<file path="config.mk">
export PLATFORM = sky130hd
export DESIGN_NAME = pipeline_hazard_ctrl
export DESIGN_NICKNAME = d
export VERILOG_FILES = /design/src/rtl/pipeline_hazard_ctrl.sv
export SDC_FILE = /design/constraint.sdc
export NUM_CORES = 1
export LEC_CHECK = 0
export CORE_MARGIN = 10
export CORE_UTILIZATION = 45
export CTS_CLUSTER_SIZE = 10
export DETAILED_ROUTE_END_ITERATION = 6
export GPL_TIMING_DRIVEN = 1
export PLACE_DENSITY = 0.76
export SYNTH_ARGS = -nofsm -noshare
export SYNTH_HDL_FRONTEND = slang
export SYNTH_SLANG_ARGS = --single-unit
</file>
<file path="constraint.sdc">
create_clock -name clk -period 2.7 [get_ports clk]
set_clock_uncertainty 0.2 [all_clocks]
set_input_delay 0.675 -clock clk [delete_from_list [all_inputs] [get_ports clk]]
set_output_delay 0.675 -clock clk [all_outputs]
set_load 0.03 [all_outputs]
</file>
<file path="src/rtl/pipeline_hazard_ctrl.sv">
// Stall/flush sequencer for the 5-stage RV32I pipeline: memory-wait freeze, load-use bubbles,
// redirect squashes, saturating performance counters and a stall watchdog.
module pipeline_hazard_ctrl #(
    parameter int CNT_W   = 32,
    parameter int TIMEOUT = 1024
) (
    input  logic             clk,
    input  logic             rst,
    input  logic             imem_req,
    input  logic             imem_resp,
    input  logic             dmem_req,
    input  logic             dmem_resp,
    input  logic [4:0]       id_rs1,
    input  logic [4:0]       id_rs2,
    input  logic             id_use_rs1,
    input  logic             id_use_rs2,
    input  logic             ex_is_load,
    input  logic [4:0]       ex_rd,
    input  logic             ex_redirect,
    output logic             load_pc,
    output logic             load_if_id,
    output logic             load_id_ex,
    output logic             load_ex_mem,
    output logic             load_mem_wb,
    output logic             flush_if_id,
    output logic             flush_id_ex,
    output logic [CNT_W-1:0] stall_cycles,
    output logic [CNT_W-1:0] stall_events,
    output logic [CNT_W-1:0] flush_count,
    output logic [CNT_W-1:0] bubble_count,
    output logic             err_timeout,
    output logic             dbg_state
);

    typedef enum logic [0:0] {
        ST_RUN  = 1'b0,
        ST_WAIT = 1'b1
    } state_t;

    // The watchdog count never needs to exceed TIMEOUT-1, so it parks there.
    localparam int              WD_W   = (TIMEOUT > 1) ? $clog2(TIMEOUT) : 1;
    localparam logic [WD_W-1:0] WD_MAX = WD_W'(TIMEOUT - 1);

    state_t             state_q, state_d;
    logic               i_done_q, i_done_d;
    logic               d_done_q, d_done_d;
    logic [WD_W-1:0]    wd_cnt_q, wd_cnt_d;
    logic [CNT_W-1:0]   stall_cycles_q, stall_cycles_d;
    logic [CNT_W-1:0]   stall_events_q, stall_events_d;
    logic [CNT_W-1:0]   flush_count_q, flush_count_d;
    logic [CNT_W-1:0]   bubble_count_q, bubble_count_d;
    logic               err_timeout_q, err_timeout_d;

    logic               i_ok;
    logic               d_ok;
    logic               advance;
    logic               load_use;

    function automatic logic [CNT_W-1:0] sat_inc(input logic [CNT_W-1:0] v);
        return (&v) ? v : v + CNT_W'(1);
    endfunction

    always_comb begin
        i_ok    = ~imem_req | imem_resp | i_done_q;
        d_ok    = ~dmem_req | dmem_resp | d_done_q;
        advance = i_ok & d_ok;

        load_use = ex_is_load && (ex_rd != 5'd0) &&
                   ((id_use_rs1 && (id_rs1 == ex_rd)) ||
                    (id_use_rs2 && (id_rs2 == ex_rd)));

        load_pc     = 1'b0;
        load_if_id  = 1'b0;
        load_id_ex  = 1'b0;
        load_ex_mem = 1'b0;
        load_mem_wb = 1'b0;
        flush_if_id = 1'b0;
        flush_id_ex = 1'b0;

        state_d        = state_q;
        i_done_d       = advance ? 1'b0 : (i_done_q | imem_resp);
        d_done_d       = advance ? 1'b0 : (d_done_q | dmem_resp);
        wd_cnt_d       = wd_cnt_q;
        stall_cycles_d = stall_cycles_q;
        stall_events_d = stall_events_q;
        flush_count_d  = flush_count_q;
        bubble_count_d = bubble_count_q;
        err_timeout_d  = err_timeout_q;

        // Redirect outranks load-use: the dependent ID instruction is on the wrong path anyway.
        if (!rst) begin
            if (!advance) begin
                // pipe frozen, every enable stays low
            end else if (ex_redirect) begin
                load_pc       = 1'b1;
                load_if_id    = 1'b1;
                load_id_ex    = 1'b1;
                load_ex_mem   = 1'b1;
                load_mem_wb   = 1'b1;
                flush_if_id   = 1'b1;
                flush_id_ex   = 1'b1;
                flush_count_d = sat_inc(flush_count_q);
            end else if (load_use) begin
                load_id_ex     = 1'b1;
                flush_id_ex    = 1'b1;
                load_ex_mem    = 1'b1;
                load_mem_wb    = 1'b1;
                bubble_count_d = sat_inc(bubble_count_q);
            end else begin
                load_pc     = 1'b1;
                load_if_id  = 1'b1;
                load_id_ex  = 1'b1;
                load_ex_mem = 1'b1;
                load_mem_wb = 1'b1;
            end
        end

        if (advance) begin
            state_d  = ST_RUN;
            wd_cnt_d = '0;
        end else begin
            state_d        = ST_WAIT;
            stall_cycles_d = sat_inc(stall_cycles_q);
            if (state_q == ST_RUN) begin
                stall_events_d = sat_inc(stall_events_q);
            end
            if (wd_cnt_q == WD_MAX) begin
                err_timeout_d = 1'b1;
            end else begin
                wd_cnt_d = wd_cnt_q + WD_W'(1);
            end
        end
    end

    always_ff @(posedge clk) begin
        if (rst) begin
            state_q        <= ST_RUN;
            i_done_q       <= 1'b0;
            d_done_q       <= 1'b0;
            wd_cnt_q       <= '0;
            stall_cycles_q <= '0;
            stall_events_q <= '0;
            flush_count_q  <= '0;
            bubble_count_q <= '0;
            err_timeout_q  <= 1'b0;
        end else begin
            state_q        <= state_d;
            i_done_q       <= i_done_d;
            d_done_q       <= d_done_d;
            wd_cnt_q       <= wd_cnt_d;
            stall_cycles_q <= stall_cycles_d;
            stall_events_q <= stall_events_d;
            flush_count_q  <= flush_count_d;
            bubble_count_q <= bubble_count_d;
            err_timeout_q  <= err_timeout_d;
        end
    end

    assign stall_cycles = stall_cycles_q;
    assign stall_events = stall_events_q;
    assign flush_count  = flush_count_q;
    assign bubble_count = bubble_count_q;
    assign err_timeout  = err_timeout_q;
    assign dbg_state    = (state_q == ST_WAIT);

endmodule

</file>
* Word-level counts from Yosys, hierarchy flattened *
Index checks and enable logic that the tools add are counted.

storage, ports and cells
  register bits after elaboration = 142
  bits of input ports = 25
  logic and storage cells = 63

cells by class
  add/sub/neg operators = 5
  eq/ne operators = 3
  muxes and demuxes = 14
  bitwise operators = 16
  reductions and logical operators = 16

operators by type and width
  kind                                                             count
  32-bit by 1-bit adder with 32-bit output, second input constant  4
  32-bit AND reduction                                             4
  1-bit two-way mux                                                14
  10-bit by 1-bit adder with 10-bit output, second input constant  1
  10-bit == test, second input constant                            1
  5-bit == test                                                    2
  1-bit inverter                                                   9
  1-bit OR                                                         6
  3-bit AND reduction                                              2
  5-bit nonzero test                                               1
  1-bit logical AND                                                4
  2-bit AND reduction                                              2
  4-bit AND reduction                                              1
  2-bit OR reduction                                               1
  1-bit bitwise AND                                                1
  1-bit logical OR                                                 1

* Depth between registers and ports, before layout *
Gate-level depths: netlist (run 1).

  word-level depth = 8
  gate-level depth with buffers = 9
  depth with buffers taken out = 7

* Worst setup path after synthesis (run 1) *
Ideal clock, no wire load.

  path kind = input port to output port
  start point = in dmem_req
  end point = out load_pc
  arrival = 2,722 ps
  data required time = 1,825 ps
  path slack = -897 ps
  cell stages on the path = 5
  cells stage by stage = or3b_4 > nand2_1 > nor2_1 > a21boi_0 > buf_4

between the ends
  cells in the longest elaborated chain, start to end = 6

RTL lines
  what                            line  text
  from (decl)                     11    input logic dmem_req,
  1-bit inverter                  65    d_ok = ~dmem_req | dmem_resp | d_done_q;
  1-bit OR (2 in a row)           65
  1-bit bitwise AND               66    advance = i_ok & d_ok;
  1-bit two-way mux (2 in a row)  -
  to (decl)                       20    output logic load_pc,

Every way passes these cells.

* Worst setup path after layout (run 1) *
  start point = in ex_rd[2]
  end point = out load_if_id

between the ends
  cells in the longest elaborated chain, start to end = 8
  elaborated cells on any way between the ends = 12

RTL lines
  what                                  line    text
  from (decl)                           18      input logic [4:0] ex_rd,
  5-bit == test (on tied branches)      69, 70
  1-bit logical AND (on tied branches)  69, 70
  1-bit logical OR                      69      ((id_use_rs1 && (id_rs1 == ex_rd)) ||
  1-bit logical AND *                   68      load_use = ex_is_load && (ex_rd != 5'd0) &&
  1-bit two-way mux *                   103     end else if (load_use) begin
  1-bit two-way mux *                   94      end else if (ex_redirect) begin
  1-bit two-way mux *                   92      if (!advance) begin
  1-bit two-way mux *                   91      if (!rst) begin
  to (decl)                             21      output logic load_if_id,

Every way passes the cells marked *; elsewhere a longest branch is shown, timed or not.

==> flow_metrics.py, run 1 <==
metrics = {
    "clocking": {
        "ctsRootBufferMaster": "clkbuf_16",
        "clockBufferDepth": 2,
        "cts_buffers": 17,
        "clock_sinks": 142,
        "h-tree-depth": 4,
        "path_clk_slew_ns": 0.06,
        "clock_latency_ns": 0.42,
        "tritoncts": "yes",
        "hold_buffers": 0,
    },
    "die": {
        "core_sq_um": 14700,
        "die_h_um": 143,
        "io_pins": 162,
        "die-area_sq_um": 20400,
        "start_util": 0.463,
        "die_w_um": 143,
        "row_count": 44,
    },
    "cells_and_area": {
        "drive_gt1_frac": 0.128,
        "fillCellCount": 1228,
        "final_util": 0.657,
        "nets": 1056,
        "syn_to_final_growth_pct": 41.8,
        "antennaDiodeCount": 0,
        "postLayoutCellArea_sq_um": 9650,
    },
    "place": {
        "port_buffers": 161,
        "dp_hpwl_mm": 13.8,
        "place_ws_ns": -0.629,
        "finalWeightedCongestion": 0.871,
        "place_area_sq_um": 8950,
    },
    "yosys": {
        "synthArstFlopShare": 0,
        "ys.flop_type": "dfxtp_1",
        "synth_edf_count": 0,
        "yosys_warnings": 0,
        "synth.avg_cell_area_sq_um": 8.29,
        "yosys.area.top_type": "dfxtp_1",
        "yosys.area.top_type_share": 0.418,
        "synth_seq_cells": 142,
        "synthesis.nets": 851,
        "synth_area_leaders": "dfxtp_1, xor2_1, nor2_1",
        "syn_area_sq_um": 6810,
        "syn_inst": 821,
        "yosysSeqAreaShare": 0.418,
        "synth.distinct_cells": 48,
    },
    "detailed_routing": {
        "ant_nets": 0,
        "via_count": 6632,
        "drt-initial-drc-count": 408,
        "viasPerCell": 5.42,
        "avgRoutedWirePerCell_um": 15.7,
        "drt-pass1-iter-count": 5,
        "drt-total-wl_mm": 19.2,
        "drc": 0,
    },
    "min_path": {
        "hold_depth": 2,
        "min_path_type": "flop to flop",
        "hp-start": "err_timeout",
        "hold_end": "err_timeout",
    },
    "timing": {
        "finalHoldViolCount": 0,
        "tightest_slew_ns": 0.875,
        "fin_crit_sh": 1.04,
        "final_max_slew_viol_count": 0,
        "max_slew_margin": 0.413,
        "max_freq_ghz": 0.355,
        "setup_viol": 3,
        "finalSetupTns_ns": -0.336,
        "setup_ws_ns": -0.120,
        "rsz0062_at_grt": "true",
        "timing.hold.ws_ns": 0.287,
        "min_period_ns": 2.82,
    },
    "outcome": {
        "status": "finished, violations left",
        "violations": "negative setup slack",
    },
    "setup_path": {
        "critPathLaunchType": "input port",
        "rrSetupSlack_ns": 0.13,
        "reg2reg_depth": 8,
        "r2r_end": "stall_cycles[28]",
        "arrival_ns": 1.94,
        "cp-end-kind": "output port",
        "required_ns": 1.82,
        "path_max_fanout": 3,
        "reg2reg_from": "i_done_q",
        "crit_start": "ex_rd[2]",
        "critPathKind": "input port to output port",
    },
    "pwr": {
        "vdd_drop_max_uv": 385,
        "leakagePower_nw": 3.29,
        "p_per_area_nw_per_um2": 496,
    },
    "global_routing": {
        "grt_max_degree": 138,
        "grt_pass1_wl_mm": 31.1,
        "antenna_found_initial": 0,
        "grt_usage": 0.185,
        "grt_pass1_vias": 6161,
        "gr-total-overflow": 0,
    },
    "job": {
        "maxCapViolations": 0,
    },
}
-- critical path, cell delays in order --
cell and delay (ns):
buf_8 0.10, or4_4 0.54, o21ai_4 0.21, nor2b_4 0.08, a21boi_4 0.17, buf_6 0.16
-- through the flow --
step	instances	total power [W]
2_1_floorplan	821	0.00233
3_3_place_gp	1186	0.00247
3_5_place_dp	1186	0.00247
4_1_cts	1222	0.00484
5_1_grt	1223	0.00495
6_report	1223	0.00479
-- state kept, by name (all words and copies together) (netlist names) --
signal        flops
stall_cycles     32
flush_count      32
dbg_state         1
bubble_count     32
i_done_q          1
stall_events     32
err_timeout       1
d_done_q          1
wd_cnt_q         10
-- synth_stat cells (6+ instances only) --
cell	n
nand3_1	65
o21ai_0	36
and4_1	13
xnor2_1	37
nand2_1	52
or4_1	20
inv_1	12
nor2_1	117
xor2_1	52
and3_1	14
nor3_1	19
nand2b_1	6
nor4_1	10
clkbuf_1	25
a21oi_1	48
buf_2	7
dfxtp_1	142
nand4_1	46
or3_1	28
o31ai_1	16
-- routing by layer --
metal  vias up  GRT usage  share of wire
li1       3349          -              -
met1      3070      0.228           0.44
met2       193      0.288           0.46
met3        20     0.0743          0.092
met4         0     0.0608          0.011
met5         -          0              0
-- cell usage in the layout, fill, tap and decap left out, types with 13 or more instances in the layout --
cell	synthesis	final
a21oi_1	48	47
and3_1	14	14
and4_1	13	13
buf_4	5	58
clkbuf_16	0	17
clkdlybuf4s50_1	0	133
dfxtp_1	142	142
nand2_1	52	51
nand3_1	65	65
nand4_1	46	46
nor2_1	117	116
nor3_1	19	19
o21ai_0	36	35
o31ai_1	16	16
or3_1	28	26
or4_1	20	19
xnor2_1	37	34
xor2_1	52	52
-- power by group --
part | leakage (nW) | internal [W] | total, W | switching [W]
sequential | 1.14 | 0.00211 | 0.00213 | 0.0000167
combinational | 1.87 | 0.000136 | 0.000307 | 0.000171
clock | 0.273 | 0.00144 | 0.00235 | 0.000910
total | 3.29 | 0.00369 | 0.00479 | 0.00110
-- timing repair --
| action | 4_1_cts | 5_1_grt |
|---|---|---|
| gates resized for setup | 63 | 14 |
| pin swaps | 20 | 13 |
| setup endpoints to repair | 42 | 32 |
| setup buffers | 4 | 1 |
| cloned | 0 | 0 |
-- logic make-up (layout without fill, tap and decap cells) --
kind of cell / Yosys count / in the layout / synth area share
compound gates: 116 / 116 / 0.0989
xor+xnor: 89 / 89 / 0.115
fa+ha+maj: 5 / 5 / 0.00919
buf+inv: 49 / 267 / 0.0311
flops: 142 / 142 / 0.418
mux: 5 / 5 / 0.00754
simple gates: 415 / 415 / 0.321
-- worst max path at each step --
stage                     slack, ns  cells after the start     endpoint
final                         -0.12                      6   load_if_id
after global routing          -0.14                      6   load_if_id
after CTS                     -0.12                      6  flush_id_ex
after detailed placement      -0.63                      7  flush_id_ex
after global placement        -0.62                      8  flush_id_ex
after floorplan               -0.05                      5      load_pc
-- final cells by class --
cell class | instances | area (sq um) | area share
Sequential cell | 142 | 2840 | 0.294
Timing Repair Buffer | 223 | 2080 | 0.216
Clock inverter | 15 | 171 | 0.0178
Multi-Input combinational cell | 630 | 3850 | 0.399
Inverter | 12 | 45.0 | 0.00467
Clock buffer | 17 | 425 | 0.0441
Tap cell | 184 | 230 | 0.0238
Note: power is estimated with default switching activity, not from simulation.
==> run 2, diff against run 1 <==
--- a/config.mk
+++ b/config.mk
@@ -5,12 +5,13 @@
 export SDC_FILE = /design/constraint.sdc
 export NUM_CORES = 1
 export LEC_CHECK = 0
+export ABC_AREA = 1
 export CORE_MARGIN = 10
-export CORE_UTILIZATION = 45
+export CORE_UTILIZATION = 48
 export CTS_CLUSTER_SIZE = 10
 export DETAILED_ROUTE_END_ITERATION = 6
 export GPL_TIMING_DRIVEN = 1
-export PLACE_DENSITY = 0.76
+export PLACE_DENSITY = 0.77
 export SYNTH_ARGS = -nofsm -noshare
 export SYNTH_HDL_FRONTEND = slang
 export SYNTH_SLANG_ARGS = --single-unit
==> flow_metrics.py, run 2 <==
metrics = {
    "cells_and_area": {
        "fillCellCount": 1651,
        "final_cell_mix": "nand2_1, nor2_1, dfxtp_1",
        "drive_gt1_frac": 0.0940,
        "syn_to_final_growth_pct": 29.3,
        "nets": 1634,
        "postLayoutCellArea_sq_um": 11400,
        "antennaDiodeCount": 0,
        "final_common_cell": "nand2_1",
    },
    "die": {
        "die_h_um": 156,
        "die_w_um": 156,
        "io_pins": 162,
        "start_util": 0.490,
        "core_sq_um": 18000,
        "die-area_sq_um": 24200,
        "row_count": 49,
    },
    "detailed_routing": {
        "ant_nets": 0,
        "drc": 0,
        "drt-total-wl_mm": 25.6,
        "via_count": 9570,
        "drt-initial-drc-count": 661,
        "avgRoutedWirePerCell_um": 13.9,
        "drt-pass1-iter-count": 5,
        "viasPerCell": 5.18,
    },
    "yosys": {
        "synth.distinct_cells": 40,
        "synthArstFlopShare": 0,
        "syn_inst": 1431,
        "yosys.area.top_type": "dfxtp_1",
        "synth_area_leaders": "dfxtp_1, nand2_1, nor2_1",
        "synth_seq_cells": 142,
        "yosysSeqAreaShare": 0.322,
        "ys.flop_type": "dfxtp_1",
        "yosys_warnings": 0,
        "synthesis.nets": 1461,
        "yosys-top-cells-count": "nand2_1, nor2_1, dfxtp_1, inv_1, a21oi_1",
        "syn_area_sq_um": 8820,
        "synth.avg_cell_area_sq_um": 6.17,
        "yosys.area.top_type_share": 0.322,
        "synth_edf_count": 0,
        "yosysMostFrequentCell": "nand2_1",
    },
    "global_routing": {
        "grt_usage": 0.205,
        "antenna_found_initial": 0,
        "grt_pass1_wl_mm": 42.1,
        "grt_pass1_vias": 8849,
        "grt_max_degree": 52,
        "gr-total-overflow": 0,
    },
    "timing": {
        "max_freq_ghz": 0.373,
        "fin_crit_sh": 0.992,
        "max_slew_margin": 0.618,
        "finalHoldViolCount": 0,
        "finalSetupTns_ns": 0,
        "tightest_slew_ns": 0.569,
        "final_max_slew_viol_count": 0,
        "setup_viol": 0,
        "setup_ws_ns": 0.0219,
        "min_period_ns": 2.68,
    },
    "clocking": {
        "tritoncts": "yes",
        "h-tree-depth": 4,
        "path_clk_slew_ns": 0.06,
        "clock_sinks": 142,
        "clockBufferDepth": 2,
        "clock_latency_ns": 0.42,
        "cts_buffers": 17,
        "ctsRootBufferMaster": "clkbuf_16",
        "hold_buffers": 0,
    },
    "job": {
        "maxCapViolations": 0,
    },
    "pwr": {
        "vdd_drop_max_uv": 427,
        "report.power.total_w": 0.00496,
        "leakagePower_nw": 4.19,
        "p_per_area_nw_per_um2": 435,
    },
    "place": {
        "place_area_sq_um": 10700,
        "place_ws_ns": -0.225,
        "finalWeightedCongestion": 0.943,
        "dp_hpwl_mm": 19.1,
        "port_buffers": 161,
    },
    "setup_path": {
        "reg2reg_depth": 11,
        "critPathKind": "input port to output port",
        "required_ns": 1.82,
        "arrival_ns": 1.80,
        "cp-end-kind": "output port",
        "path_max_fanout": 3,
        "critPathLaunchType": "input port",
    },
    "min_path": {
        "hold_depth": 2,
        "min_path_type": "flop to flop",
    },
    "outcome": {
        "status": "complete, no violations",
    },
}
-- run 2: changes by cell type in the layout (fill, tap and decap cells not counted), sizes merged, moves of 15 or more --
cell and delta:
or3 -28, a21oi +63, nand4 -22, or4 -20
nor3 +19, xnor2 -19, buf -29, nand2 +445
nor2 +129, xor2 -21, inv +114, nand3 +28
o31ai -15, nand3b +18
-- run 2: final cells by class --
cell class / instances / area (sq um) / area share
Clock buffer: 17 / 425 / 0.0373
Clock inverter: 15 / 186 / 0.0163
Inverter: 125 / 472 / 0.0413
Multi-Input combinational cell: 1124 / 5300 / 0.464
Sequential cell: 142 / 2840 / 0.249
Tap cell: 229 / 287 / 0.0251
Timing Repair Buffer: 194 / 1900 / 0.167
-- run 2: stage by stage --
stage                     hold WS [ns]  std cells  utilization
after global placement           0.248       1809        0.596
after floorplan                  0.236       1431            -
final                            0.264       1846        0.633
after CTS                        0.267       1843        0.632
after global routing             0.285       1846        0.633
after detailed placement         0.253       1809        0.596
-- run 2: critical path, cell delays in order --
cell	delay, ns
clkdlybuf4s50_1	0.48
nand3_2	0.08
nand2_2	0.11
nor2_4	0.04
buf_4	0.12
buf_4	0.13
buf_4	0.16
-- run 2: final timing paths --
| path | from | slack (ns) | end |
|---|---|---|---|
| worst max register to register | stall_cycles[0] | 0.35 | stall_cycles[8] |
| worst max-delay path | imem_req | 0.02 | load_ex_mem |
| worst min-delay path | err_timeout | 0.26 | err_timeout |
| worst min register to register | err_timeout | 0.26 | err_timeout |
-- run 2: repair_timing --
action / in CTS / in global routing
pin swaps: 12 / 7
buffers inserted: 2 / 3
resized for setup: 34 / 13
setup endpoints to repair: 3 / 4
hold endpoints to repair: 0 / 0
-- run 2: cell families after synthesis --
kind of cell | synth area share
xor gates and xnor gates | 0.0486
AOI/OAI and AO/OA | 0.0838
DFF | 0.322
buffers and inverters | 0.0825
and+or+nand+nor | 0.456
adders and majority gates | 0.00709
-- run 2: power breakdown --
group          internal (W)  switching, W  leakage, nW
clock               0.00147      0.000968        0.292
sequential          0.00211     0.0000159         1.15
combinational      0.000145      0.000254         2.75
total               0.00372       0.00124         4.19
-- run 2: routing by layer --
metal / track usage / share of wire
met1: 0.255 / 0.44
met2: 0.339 / 0.47
met3: 0.0535 / 0.073
met4: 0.0660 / 0.013
met5: 0 / 0
